File: src/rtl/sparc_pkg.sv
// Shared fetch-stage definitions: reset PC, squash NOP encoding and the fetch FSM states.
package sparc_pkg;

   localparam logic [31:0] RESET_PC = 32'h0000_0000;
   localparam logic [31:0] NOP_WORD = 32'h0100_0000;  // sethi 0,%g0
   localparam logic [31:0] WORD_INC = 32'd4;

   typedef enum logic [1:0] {
      StRun    = 2'd0,
      StPend   = 2'd1,
      StSquash = 2'd2
   } fetch_state_e;

   // Instruction addresses are word aligned; low bits of a target are discarded.
   function automatic logic [31:0] align_word(input logic [31:0] addr);
      return {addr[31:2], 2'b00};
   endfunction

endpackage

File: src/rtl/pc_npc_reg.sv
// PC/nPC pair with a pending-redirect latch that holds a redirect resolved during a PC stall.
module pc_npc_reg
   import sparc_pkg::*;
#(
   parameter logic [31:0] ResetPc = RESET_PC
) (
   input  logic        clk_i,
   input  logic        rst_i,
   input  logic        le_pc_i,
   input  logic        redirect_i,
   input  logic [31:0] target_i,
   input  logic        annul_i,
   output logic [31:0] pc_o,
   output logic [31:0] npc_o,
   output logic        apply_o,
   output logic        apply_annul_o
);

   fetch_state_e state_q, state_d;
   logic [31:0]  pc_q, pc_d;
   logic [31:0]  npc_q, npc_d;
   logic [31:0]  pend_tgt_q, pend_tgt_d;
   logic         pend_annul_q, pend_annul_d;

   logic         eff_redirect;
   logic [31:0]  eff_tgt;
   logic         eff_annul;

   // A live redirect takes precedence over the latched one.
   always_comb begin
      eff_redirect = redirect_i || (state_q == StPend);
      eff_tgt      = redirect_i ? align_word(target_i) : pend_tgt_q;
      eff_annul    = redirect_i ? annul_i : pend_annul_q;
   end

   always_comb begin
      state_d      = state_q;
      pc_d         = pc_q;
      npc_d        = npc_q;
      pend_tgt_d   = pend_tgt_q;
      pend_annul_d = pend_annul_q;
      if (le_pc_i) begin
         if (eff_redirect) begin
            pc_d    = eff_tgt;
            npc_d   = eff_tgt + WORD_INC;
            state_d = StRun;
         end else begin
            pc_d  = npc_q;
            npc_d = npc_q + WORD_INC;
         end
      end else if (redirect_i) begin
         pend_tgt_d   = eff_tgt;
         pend_annul_d = annul_i;
         state_d      = StPend;
      end
   end

   always_ff @(posedge clk_i or posedge rst_i) begin
      if (rst_i) begin
         state_q      <= StRun;
         pc_q         <= ResetPc;
         npc_q        <= ResetPc + WORD_INC;
         pend_tgt_q   <= '0;
         pend_annul_q <= 1'b0;
      end else begin
         state_q      <= state_d;
         pc_q         <= pc_d;
         npc_q        <= npc_d;
         pend_tgt_q   <= pend_tgt_d;
         pend_annul_q <= pend_annul_d;
      end
   end

   assign pc_o          = pc_q;
   assign npc_o         = npc_q;
   assign apply_o       = le_pc_i && eff_redirect;
   assign apply_annul_o = apply_o && eff_annul;

endmodule

File: src/rtl/fetch_pc_unit.sv
// SPARC instruction-fetch stage: PC/nPC sequencing, delayed-branch redirects with annulled
// delay slots, and the IF/ID pipeline register.
module fetch_pc_unit
   import sparc_pkg::*;
#(
   parameter logic [31:0] ResetPc = RESET_PC,
   parameter logic [31:0] NopWord = NOP_WORD
) (
   input  logic        clk_i,
   input  logic        reset_i,
   input  logic        le_pc_i,
   input  logic        ifid_le_i,
   input  logic        redirect_i,
   input  logic [31:0] target_i,
   input  logic        annul_i,
   input  logic [31:0] imem_instr_i,
   output logic [31:0] imem_addr_o,
   output logic [31:0] pc_o,
   output logic [31:0] npc_o,
   output logic [31:0] ifid_instr_o,
   output logic [31:0] ifid_pc_o,
   output logic [31:0] ifid_npc_o,
   output logic        ifid_valid_o
);

   logic [31:0]  pc;
   logic [31:0]  npc;
   logic         apply;
   logic         apply_annul;

   fetch_state_e sq_state_q, sq_state_d;
   logic         squash_now;
   logic [31:0]  ifid_instr_q, ifid_instr_d;
   logic [31:0]  ifid_pc_q, ifid_pc_d;
   logic [31:0]  ifid_npc_q, ifid_npc_d;
   logic         ifid_valid_q, ifid_valid_d;

   pc_npc_reg #(
      .ResetPc(ResetPc)
   ) u_pc_npc_reg (
      .clk_i        (clk_i),
      .rst_i        (reset_i),
      .le_pc_i      (le_pc_i),
      .redirect_i   (redirect_i),
      .target_i     (target_i),
      .annul_i      (annul_i),
      .pc_o         (pc),
      .npc_o        (npc),
      .apply_o      (apply),
      .apply_annul_o(apply_annul)
   );

   // An annul is owed either from this edge's applied redirect or from an earlier stalled load.
   always_comb begin
      unique case (sq_state_q)
         StSquash: squash_now = 1'b1;
         default:  squash_now = apply_annul;
      endcase
   end

   always_comb begin
      sq_state_d   = sq_state_q;
      ifid_instr_d = ifid_instr_q;
      ifid_pc_d    = ifid_pc_q;
      ifid_npc_d   = ifid_npc_q;
      ifid_valid_d = ifid_valid_q;
      if (ifid_le_i) begin
         ifid_pc_d  = pc;
         ifid_npc_d = npc;
         sq_state_d = StRun;
         if (squash_now) begin
            ifid_instr_d = NopWord;
            ifid_valid_d = 1'b0;
         end else begin
            ifid_instr_d = imem_instr_i;
            ifid_valid_d = 1'b1;
         end
      end else if (squash_now) begin
         sq_state_d = StSquash;
      end
   end

   always_ff @(posedge clk_i or posedge reset_i) begin
      if (reset_i) begin
         sq_state_q   <= StRun;
         ifid_instr_q <= NopWord;
         ifid_pc_q    <= '0;
         ifid_npc_q   <= '0;
         ifid_valid_q <= 1'b0;
      end else begin
         sq_state_q   <= sq_state_d;
         ifid_instr_q <= ifid_instr_d;
         ifid_pc_q    <= ifid_pc_d;
         ifid_npc_q   <= ifid_npc_d;
         ifid_valid_q <= ifid_valid_d;
      end
   end

   assign imem_addr_o  = pc;
   assign pc_o         = pc;
   assign npc_o        = npc;
   assign ifid_instr_o = ifid_instr_q;
   assign ifid_pc_o    = ifid_pc_q;
   assign ifid_npc_o   = ifid_npc_q;
   assign ifid_valid_o = ifid_valid_q;

   // Used only by the bench-visible assertion below to keep the FSM in its legal subset.
   always_ff @(posedge clk_i) begin
      if (!reset_i) begin
         assert (sq_state_q != StPend);
      end
   end

endmodule

File: config.mk
export PLATFORM = sky130hd
export DESIGN_NAME = fetch_pc_unit
export DESIGN_NICKNAME = d
export VERILOG_FILES = /design/src/rtl/sparc_pkg.sv /design/src/rtl/pc_npc_reg.sv /design/src/rtl/fetch_pc_unit.sv
export SDC_FILE = /design/constraint.sdc
export NUM_CORES = 1
export LEC_CHECK = 0
export ABC_AREA = 1
export CAP_MARGIN = 0
export CORE_MARGIN = 2
export CORE_UTILIZATION = 30
export DETAILED_ROUTE_END_ITERATION = 6
export PLACE_DENSITY = 0.64
export SYNTH_ARGS = -nofsm -noshare
export SYNTH_HDL_FRONTEND = slang
export SYNTH_SLANG_ARGS = --single-unit
File: constraint.sdc
create_clock -name clk_i -period 14.15 [get_ports clk_i]
set_clock_uncertainty 0.05 [all_clocks]
set_input_delay 2.83 -clock clk_i [delete_from_list [all_inputs] [get_ports clk_i]]
set_output_delay 2.83 -clock clk_i [all_outputs]
set_load 0.1 [all_outputs]
# Word-level counts from Yosys, hierarchy flattened
# Cells that the tools add are included.
[totals]
word_cells = 35
inputBits = 70
regBits = 198
output_inout_bits = 193
[op_classes]
n_mux = 12
bitwise_logic = 1
reduce_logical = 7
addsub = 2
n_eq_ne = 3
[ops]
columns = ["op", "n"]
rows = [
  ["32-bit two-way mux", 4],
  ["32-bit by 3-bit adder with 32-bit output, second input constant", 2],
  ["2-bit two-way mux", 5],
  ["2-bit AND reduction", 2],
  ["2-bit nonzero test", 2],
  ["1-bit two-way mux", 3],
  ["2-bit by 1-bit == test with 1-bit output, second input constant", 1],
  ["2-bit == test, second input constant", 1],
  ["1-bit logical AND", 2],
  ["2-bit by 1-bit != test with 1-bit output, second input constant", 1],
  ["1-bit logical OR", 1],
  ["1-bit inverter", 1],
]

# Logic depth before layout (Yosys ltp)
# Gate-level depths: netlist of the first run.
[depth]
depth_word = 7
ltp_mapped = 15
ltp_nobuf = 13

# Modules after synthesis
# From an unflattened synthesis of the first run, not the netlist that was laid out.
[hier_totals]
hier_cells = 1213
hier_area_um2 = 9520.4
[by_module_without_submodules]
columns = ["mod", "area_per_inst_um2", "cells_per_inst", "seq_area_each_um2", "instances"]
rows = [
  ["pc_npc_reg", 5481.5, 762, 2453.6, 1],
  ["fetch_pc_unit", 4038.9, 451, 2453.6, 1],
]

# Worst setup path before layout of the first run
# Ideal clock, no wire load.
[synth_timing]
path_kind = "input-to-reg"
from = "input redirect_i"
to = "register u_pc_npc_reg.npc_q[28], in the netlist u_pc_npc_reg.npc_o[28]"
setup_ns = 0.113
n_path_buf = 2
slack_ns = 9.731
arrival_time_ns = 4.257
t_required_ns = 13.987
cell_stages = 13
path_cell_list = "buf_6 -> nor2_8 -> buf_4 -> nand2_1 -> nand2_2 -> ha_1 -> nand2_2 -> nor2_4 -> nand3_1 -> nor2_2 -> nand3_1 -> nand2_1 -> inv_1"
[synth_between]
elab_chain_cells = 3
elab_cells_between_ends = 4
cone_classes = "add/sub: 1; mux: 2; reduce/logical: 1"
[synth_lines]
columns = ["element", "line", "text"]
rows = [
  ["from (decl)", "fetch_pc_unit.sv:13", "input logic redirect_i,"],
  ["32-bit two-way mux", "pc_npc_reg.sv:32", "eff_tgt = redirect_i ? align_word(target_i) : pend_tgt_q;"],
  ["32-bit by 3-bit adder with 32-bit output", "pc_npc_reg.sv:45", "npc_d = eff_tgt + WORD_INC;"],
  ["32-bit two-way mux *", "pc_npc_reg.sv:43", "if (eff_redirect) begin"],
  ["to (signal assigned)", "pc_npc_reg.sv:62", "npc_q <= ResetPc + WORD_INC;"],
  ["to (signal assigned)", "pc_npc_reg.sv:68", "npc_q <= npc_d;"],
  ["to (decl)", "pc_npc_reg.sv:21", "logic [31:0] npc_q, npc_d;"],
]
# Every way passes the cells marked *; elsewhere a longest branch is shown, timed or not.
# A chain may end at the register's enable or synchronous reset.

# Worst setup path in the final report of the first run
[layout_timing]
from = "input redirect_i"
to = "register u_pc_npc_reg.npc_q[24], in the netlist u_pc_npc_reg.npc_o[24]"
# The elaborated chain is that of the path after synthesis.

==> flow_summary.json, run 1 <==
{
  "grt_pass1_vias": 7572,
  "synth_area_mm2": 0.00922,
  "dieWidth_um": 179,
  "startpoint_type": "primary input",
  "io_buffers": 260,
  "finalWorstPathRequiredPeriod_ns": 5.15,
  "drc_errors": 0,
  "num-fill-cells": 3116,
  "power_mw": 2.05,
  "ios": 263,
  "rows": 64,
  "routedWlPerCell_um": 15.8,
  "fin_tns_setup_ns": 0,
  "grt_usage_pct": 17.3,
  "fmax_mhz": 194,
  "status": "finished, final reports clean",
  "hold_violations": 0,
  "crit_arrival_ns": 5.49,
  "synth.ff_latch_count": 196,
  "slew_viol_final": 0,
  "core_mm2": 0.0304,
  "vias": 7885,
  "fp.dieH_um": 179,
  "ys_top_cells_by_area": "dfrtp_1 53%, nand2_1 20%, nor2_1 3.4%",
  "slew_headroom_pct": 18.7,
  "syn_nets": 1217,
  "peakVddDrop_mv": 0.0867,
  "post_cts_buffers": 0,
  "cp.required_ns": 14.48,
  "cts_resized": 0,
  "cap_violations": 0,
  "grt_max_degree": 142,
  "synth_cell_type_count": 36,
  "area_delta_synth_final_pct": 35.1,
  "wl_met2_mm": 12.7,
  "syn_inst": 1146,
  "worst_pin_slew_ns": 1.22,
  "topRoutingLayerUsed": "met5",
  "vias_per_cell": 4.49,
  "end_kind": "flip-flop",
  "drt-met1-wl_mm": 12.8,
  "cellPowerDensity_mw_per_mm2": 165,
  "clockRootBuffer": "clkbuf_16",
  "ant_nets": 0,
  "wl_met3_mm": 1.76,
  "synth.top_cells.by_count": "484 x nand2_1, 194 x dfrtp_1, 84 x nor2_1",
  "cts_tree": "done",
  "overflow": 0,
  "cts_max_level": 4,
  "rsz0062_at_grt": "false",
  "async_flop_share_pct": 100,
  "gp_congestion": 0.925,
  "grt_pass1_wl_mm": 42.5,
  "first_pass_iters": 5,
  "start_util_pct": 30.3,
  "ys.warnings.count": 0,
  "cts_hold_buf": 0,
  "numCtsBuffers": 17,
  "clock_sinks": 196,
  "drive_above_1_share_pct": 7.43,
  "synth_edf_count": 0,
  "synth_area_leader_cell": "dfrtp_1",
  "routed_wl_mm": 27.8,
  "nets": 1418,
  "setup_viol": 0,
  "syn_avg_cell_area_um2": 8.05,
  "worst-setup-path-type": "primary input to flip-flop",
  "die_area_mm2": 0.0322,
  "insertion_delay_ns": 0.45,
  "path_clk_slew_ns": 0.08,
  "yosysSeqAreaShare_pct": 53.2,
  "netlist.area_leader.share_pct": 52.6,
  "synth_ff_type": "dfrtp_1",
  "cts_buffer_depth": 2,
  "p_leak_nw": 5.97,
  "post-route-period-util_pct": 36.4,
  "cp_max_fo": 34,
  "antenna_found_initial": 1,
  "drtIter0Drc": 489,
  "yosysMostFrequentCell": "nand2_1",
  "place_hpwl_mm": 20.1,
  "diodes": 0,
  "hp-class": "flip-flop to flip-flop"
}
[area by class of cell]
cell class              count  area, um^2  share of cell area [%]
inverters                  89         343                    2.75
repair buffers            267        2650                    21.2
well taps                 396         495                    3.98
multi-input cells         776        3470                    27.9
clock buffers              19         433                    3.48
clock inverters            13         160                    1.29
flip-flops and latches    196        4910                    39.4
[critical path, stage by stage]
cell             delay (ns)
clkdlybuf4s50_1        0.45
buf_4                  0.37
inv_2                  0.32
nand2_1                0.15
nand2_1                0.10
nand2_2                0.10
ha_1                   0.24
nand2_2                0.09
nor2_4                 0.15
nand2_1                0.16
nor2_1                 0.19
nand2_1                0.12
nand2_1                0.07
nand2_1                0.05
nor2_1                 0.08
[path summary, 6_finish.rpt]
kind | from | to | slack (ns) | depth (start not counted)
worst max-delay path | redirect_i | u_pc_npc_reg.npc_o[24]$_DFFE_PP0P_ | 9.00 | 15
worst min-delay path | ifid_pc_o[15]$_DFFE_PP0P_ | ifid_pc_o[15]$_DFFE_PP0P_ | 0.42 | 2
worst max register to register | u_pc_npc_reg.state_q[0]$_DFFE_PP0P_ | u_pc_npc_reg.npc_o[24]$_DFFE_PP0P_ | 11.08 | 13
worst min register to register | ifid_pc_o[15]$_DFFE_PP0P_ | ifid_pc_o[15]$_DFFE_PP0P_ | 0.42 | 2
max in group asynchronous | reset_i | u_pc_npc_reg.npc_o[3]$_DFFE_PP0P_ | 9.74 | 3
min in group asynchronous | reset_i | ifid_instr_o[23]$_DFFE_PP0P_ | 2.98 | 2
[metrics by stage]
stage | hold WS [ns] | util, % | std cells | setup WS [ns] | cell area [um^2]
6_report | 0.422 | 40.9 | 1756 | 9.00 | 12500
2_1_floorplan | 0.392 | - | 1146 | 5.93 | 9220
4_1_cts | 0.425 | 40.9 | 1756 | 9.01 | 12500
5_1_grt | 0.441 | 40.9 | 1756 | 8.74 | 12500
3_3_place_gp | 0.403 | 39.0 | 1724 | 8.59 | 11900
3_5_place_dp | 0.407 | 39.0 | 1724 | 8.53 | 11900
[cell families after synthesis]
group,synth area share (%)
compound gates,8.57
xor+xnor,0.190
fa+ha+maj,0.136
buf+inv,9.13
flops,53.2
simple gates,28.8
[sequential cells by signal, summed over array words and instances (netlist names)]
register,count
ifid_instr_o,32
ifid_npc_o,32
ifid_pc_o,32
u_pc_npc_reg.npc_o,32
u_pc_npc_reg.pc_o,32
u_pc_npc_reg.pend_tgt_q,32
ifid_valid_o,1
sq_state_q,1
u_pc_npc_reg.pend_annul_q,1
u_pc_npc_reg.state_q,1
[layer usage]
layer / track usage (%) / vias up
met1: 24.3 / 3694
met2: 26.5 / 218
li1: - / 3940
met4: 5.24 / 2
met5: 0 / -
met3: 3.92 / 31
[where the power goes]
part	switching (mW)	total (mW)	internal, mW
registers	0.0593	0.689	0.630
clock network	0.232	0.500	0.267
logic	0.681	0.865	0.184
total	0.973	2.05	1.08
[placed cells by master, fill, tap and decap left out, types with 6 or more instances in the layout]
cell type,Yosys,final
nand2_2,31,31
clkbuf_16,0,17
inv_2,9,9
inv_1,79,78
a22o_1,31,31
clkdlybuf4s50_1,0,258
a21oi_1,13,13
nand2_1,484,484
nor2_1,84,84
dfrtp_1,194,194
o21ai_0,57,57
nor2_2,8,8
o22ai_1,6,6
a31oi_1,8,8
nand3_1,20,20
inv_6,0,6
buf_4,39,7
nor2_4,6,6
No activity file was read; power rests on OpenSTA's default activity.
==> run 2: changes to the inputs <==
Settings changed: PLACE_DENSITY 0.64 to 0.66.
Clock period 14.15 ns to 4.4 ns, I/O delays scaled along.
==> run 2 against run 1 <==
  * Sequential cell count unchanged
  * Die area did not move
  * Global-route usage grew 0.14 points
  * Largest cell class unchanged
==> flow_summary.json, run 2 (synthesized netlist as in run 1, its figures left out) <==
{
  "status": "finished, final reports clean",
  "drtIter0Drc": 470,
  "fmax_mhz": 311,
  "first_pass_iters": 5,
  "cellPowerDensity_mw_per_mm2": 523,
  "overflow": 0,
  "hold_violations": 0,
  "min_from": "ifid_npc_o[16]$_DFFE_PP0P_",
  "insertion_delay_ns": 0.43,
  "routedWlPerCell_um": 15.8,
  "cts_resized": 0,
  "vias_per_cell": 4.50,
  "hold_end": "ifid_npc_o[16]$_DFFE_PP0P_",
  "grt_max_degree": 79,
  "holdPathStages": 2,
  "post_cts_buffers": 0,
  "gp_congestion": 0.883,
  "cts_tree": "done",
  "dp_cells": 1727,
  "cp.required_ns": 4.68,
  "grt_usage_pct": 17.4,
  "io_buffers": 260,
  "cap_violations": 0,
  "cp_max_fo": 29,
  "hp-class": "flip-flop to flip-flop",
  "post-route-period-util_pct": 73.1,
  "cp-startpoint": "redirect_i",
  "cts_hold_buf": 0,
  "setup_viol": 0,
  "crit_slowest_cell": "clkdlybuf4s50_1",
  "clockRootBuffer": "clkbuf_16",
  "grt_pass1_wl_mm": 42.8,
  "timing.rr.end": "u_pc_npc_reg.npc_o[28]$_DFFE_PP0P_",
  "fin_tns_setup_ns": 0,
  "start_util_pct": 30.3,
  "antenna_found_initial": 1,
  "ios": 263,
  "p_leak_nw": 5.98,
  "crit_arrival_ns": 3.50,
  "peakVddDrop_mv": 0.277,
  "die_area_mm2": 0.0322,
  "dieWidth_um": 179,
  "crit_chain": "clkdlybuf4s50_1 -> inv_2 -> nand2_1 -> nand2_1 -> nand2_2 -> ha_1 -> nand2_2 -> nor2_4 -> nand3_1 -> nor2_2 -> nand3_1 -> nand2_1 -> inv_1",
  "rows": 64,
  "worst_pin_slew_ns": 1.10,
  "diodes": 0,
  "routed_wl_mm": 27.8,
  "path_clk_slew_ns": 0.07,
  "vias": 7917,
  "critPathMaxStageDelay_ns": 0.85,
  "place_hpwl_mm": 20.9,
  "numCtsBuffers": 17,
  "slew_viol_final": 0,
  "drc_errors": 0,
  "area_delta_synth_final_pct": 35.3,
  "slew_headroom_pct": 26.9,
  "fp.dieH_um": 179,
  "r2r_start": "u_pc_npc_reg.state_q[0]$_DFFE_PP0P_",
  "cts_buffer_depth": 2,
  "rsz0062_at_grt": "false",
  "worst-setup-path-type": "primary input to flip-flop",
  "end_kind": "flip-flop",
  "worstRegToRegCells": 12,
  "nets": 1421,
  "grt_pass1_vias": 7462,
  "final_cells": 1759,
  "finalWorstPathRequiredPeriod_ns": 3.22,
  "drive_above_1_share_pct": 7.78,
  "path_common_cell": "nand2_1",
  "clock_sinks": 196,
  "ant_nets": 0,
  "r2r_slack_ns": 1.49,
  "core_mm2": 0.0304,
  "cts_max_level": 4,
  "final_common_cell": "nand2_1",
  "layout_common_cells": "484 x nand2_1, 258 x clkdlybuf4s50_1, 194 x dfrtp_1",
  "startpoint_type": "primary input"
}
-- run 2: area by class of cell --
class                           instances  area (um^2)
Sequential cell                       196         4910
Multi-Input combinational cell        776         3470
Clock buffer                           17          425
Timing Repair Buffer                  270         2710
Fill cell                            3068        17900
Tap cell                              396          495
Clock inverter                         15          136
Inverter                               89          339
-- run 2: worst max-delay path: cells and delay by family --
family        cells  cell delay (ns)
buf+inv           3             1.27
simple gates      9             1.12
fa+ha+maj         1             0.22
-- run 2: worst max path at each step --
| stage | end |
|---|---|
| after floorplan | ifid_instr_o[0]$_DFFE_PP0P_ |
| after global placement | u_pc_npc_reg.npc_o[28]$_DFFE_PP0P_ |
| after detailed placement | u_pc_npc_reg.npc_o[28]$_DFFE_PP0P_ |
| after CTS | u_pc_npc_reg.npc_o[28]$_DFFE_PP0P_ |
| after global routing | u_pc_npc_reg.npc_o[28]$_DFFE_PP0P_ |
| final | u_pc_npc_reg.npc_o[28]$_DFFE_PP0P_ |
-- run 2: per-layer routing --
layer / up-vias / routed length [um] / GRT usage (%)
li1: 3957 / - / -
met4: 2 / 316 / 3.83
met2: 213 / 13000 / 27.2
met3: 23 / 1500 / 3.67
met1: 3722 / 13000 / 24.9
met5: - / 11 / 0
-- run 2: per-stage QoR --
step / area, um^2 / utilization, % / worst slack (ns) / power (mW) / hold WS [ns]
after detailed placement: 11900 / 39.2 / 0.739 / 5.05 / 0.407
after floorplan: 9230 / - / 0.939 / 4.37 / 0.392
after global placement: 11900 / 39.2 / 0.753 / 5.03 / 0.404
final: 12500 / 41.0 / 1.18 / 6.52 / 0.422
after global routing: 12500 / 41.0 / 0.931 / 6.80 / 0.440
after CTS: 12500 / 41.0 / 1.19 / 6.59 / 0.425
-- run 2: report_power, final --
group	switching [mW]	internal (mW)
Clock	0.765	0.752
Sequential	0.192	2.03
Combinational	2.19	0.597
==> run 3: changes to the inputs <==
Settings changed: PLACE_DENSITY 0.66 to 0.64.
Clock period 4.4 ns to 3 ns, I/O delays scaled along.
==> run 3 against run 2 <==
  * Sequential cell count unchanged
  * Core utilization down 1.1 points
  * Non-clock buffer count up 13
  * Critical endpoint is now u_pc_npc_reg.npc_o[29]$_DFFE_PP0P_
==> flow_summary.json, run 3 (synthesized netlist as in run 1, its figures left out) <==
{
  "ios": 263,
  "clock_sinks": 196,
  "drive_above_1_share_pct": 22.6,
  "p_leak_nw": 6.27,
  "status": "finished, final reports clean",
  "layout_common_cells": "484 x nand2_1, 210 x buf_4, 194 x dfrtp_1",
  "diodes": 0,
  "cts_hold_buf": 0,
  "timing.rr.end": "u_pc_npc_reg.npc_o[29]$_DFFE_PP0P_",
  "worst_pin_slew_ns": 0.696,
  "holdPathStages": 2,
  "drtIter0Drc": 476,
  "multi_input_area_mm2": 0.00347,
  "cellPowerDensity_mw_per_mm2": 785,
  "die_area_mm2": 0.0322,
  "cp_max_fo": 15,
  "overflow": 0,
  "slew_viol_final": 0,
  "dieWidth_um": 179,
  "gp_congestion": 0.856,
  "peakVddDrop_mv": 0.383,
  "start_util_pct": 30.3,
  "hold_end": "ifid_pc_o[10]$_DFFE_PP0P_",
  "fp.dieH_um": 179,
  "min_from": "ifid_pc_o[10]$_DFFE_PP0P_",
  "grt_max_degree": 72,
  "setup_viol": 0,
  "antenna_found_initial": 1,
  "place_hpwl_mm": 20.7,
  "routedWlPerCell_um": 15.6,
  "final_common_cell": "nand2_1",
  "drc_errors": 0,
  "hold_violations": 0,
  "r2r_slack_ns": 0.58,
  "fin_tns_setup_ns": 0,
  "regArea_mm2": 0.00491,
  "grt_pass1_wl_mm": 41.5,
  "crit_arrival_ns": 2.74,
  "r2r_start": "u_pc_npc_reg.state_q[0]$_DFFE_PP0P_",
  "numCtsBuffers": 17,
  "vias": 7862,
  "cap_violations": 0,
  "cts_resized": 0,
  "finalWorstPathRequiredPeriod_ns": 2.42,
  "startpoint_type": "flip-flop",
  "cp.required_ns": 3.32,
  "slew_headroom_pct": 53.6,
  "post-route-period-util_pct": 80.8,
  "cts_tree": "done",
  "first_pass_iters": 5,
  "num-fill-cells": 3138,
  "rows": 64,
  "insertion_delay_ns": 0.44,
  "path_clk_slew_ns": 0.08,
  "hp-class": "flip-flop to flip-flop",
  "nets": 1434,
  "worst-setup-path-type": "flip-flop to flip-flop",
  "worstRegToRegCells": 13,
  "area_delta_synth_final_pct": 31.8,
  "vias_per_cell": 4.44,
  "post_cts_buffers": 0,
  "utilization_pct": 40.0,
  "fmax_mhz": 413,
  "core_mm2": 0.0304,
  "hold-worst-slack_ns": 0.423,
  "routed_wl_mm": 27.6,
  "grt_pass1_vias": 7244,
  "cts_max_level": 4,
  "clockRootBuffer": "clkbuf_16",
  "rsz0062_at_grt": "false",
  "grt_usage_pct": 16.9,
  "ant_nets": 0,
  "end_kind": "flip-flop",
  "cts_buffer_depth": 2,
  "io_buffers": 260
}
==> run 3: how the worst max path moves through the flow <==
| stage | start | slack (ns) | endpoint |
|---|---|---|---|
| 2_1_floorplan | reset_i | -0.18 | ifid_instr_o[0]$_DFFE_PP0P_ |
| 3_3_place_gp | redirect_i | 0.18 | u_pc_npc_reg.npc_o[28]$_DFFE_PP0P_ |
| 3_5_place_dp | redirect_i | 0.15 | u_pc_npc_reg.npc_o[24]$_DFFE_PP0P_ |
| 4_1_cts | u_pc_npc_reg.state_q[0]$_DFFE_PP0P_ | 0.60 | u_pc_npc_reg.npc_o[29]$_DFFE_PP0P_ |
| 5_1_grt | u_pc_npc_reg.state_q[0]$_DFFE_PP0P_ | 0.37 | u_pc_npc_reg.npc_o[29]$_DFFE_PP0P_ |
| 6_report | u_pc_npc_reg.state_q[0]$_DFFE_PP0P_ | 0.58 | u_pc_npc_reg.npc_o[29]$_DFFE_PP0P_ |
==> run 3: final cells by class <==
type                            count  area share, %
Clock buffer                       19           3.64
Multi-Input combinational cell    776           28.6
Timing Repair Buffer              283           19.4
Inverter                           89           2.79
Tap cell                          396           4.08
Sequential cell                   196           40.4
Clock inverter                     13           1.17
==> run 3: power by group <==
part           internal [mW]  switching [mW]
Clock                   1.20            1.10
Sequential              2.97           0.282
Combinational          0.776            3.22
Total                   4.95            4.60
==> run 3: stage by stage <==
step	std cells	area, um^2	total power [mW]	setup slack, ns
final	1772	12200	9.55	0.576
after global routing	1772	12200	9.95	0.375
after CTS	1772	12200	9.64	0.597
after detailed placement	1740	11600	7.32	0.149
after global placement	1740	11600	7.29	0.184
after floorplan	1146	9230	6.41	-0.181
==> run 3: layer usage <==
| metal | vias up | wire (um) | share of wire (%) | global-route usage, % |
|---|---|---|---|---|
| li1 | 3977 | - | - | - |
| met1 | 3679 | 13000 | 47 | 24.2 |
| met2 | 188 | 12700 | 46 | 25.9 |
| met3 | 16 | 1570 | 5.7 | 3.84 |
| met4 | 2 | 351 | 1.3 | 4.40 |
| met5 | - | 11 | 0.040 | 0 |
==> run 3: critical path: stages (launching register included) <==
cell and delay (ns):
dfrtp_1 0.79, buf_4 0.32, nand2_1 0.07, nand2_1 0.05, nand2_1 0.13, nand2_2 0.13
nand2_1 0.08, nor2_1 0.19, nand2_1 0.12, nor2_1 0.11, nand2_1 0.09, nand2_1 0.07
nand2_1 0.04, nor2_1 0.10
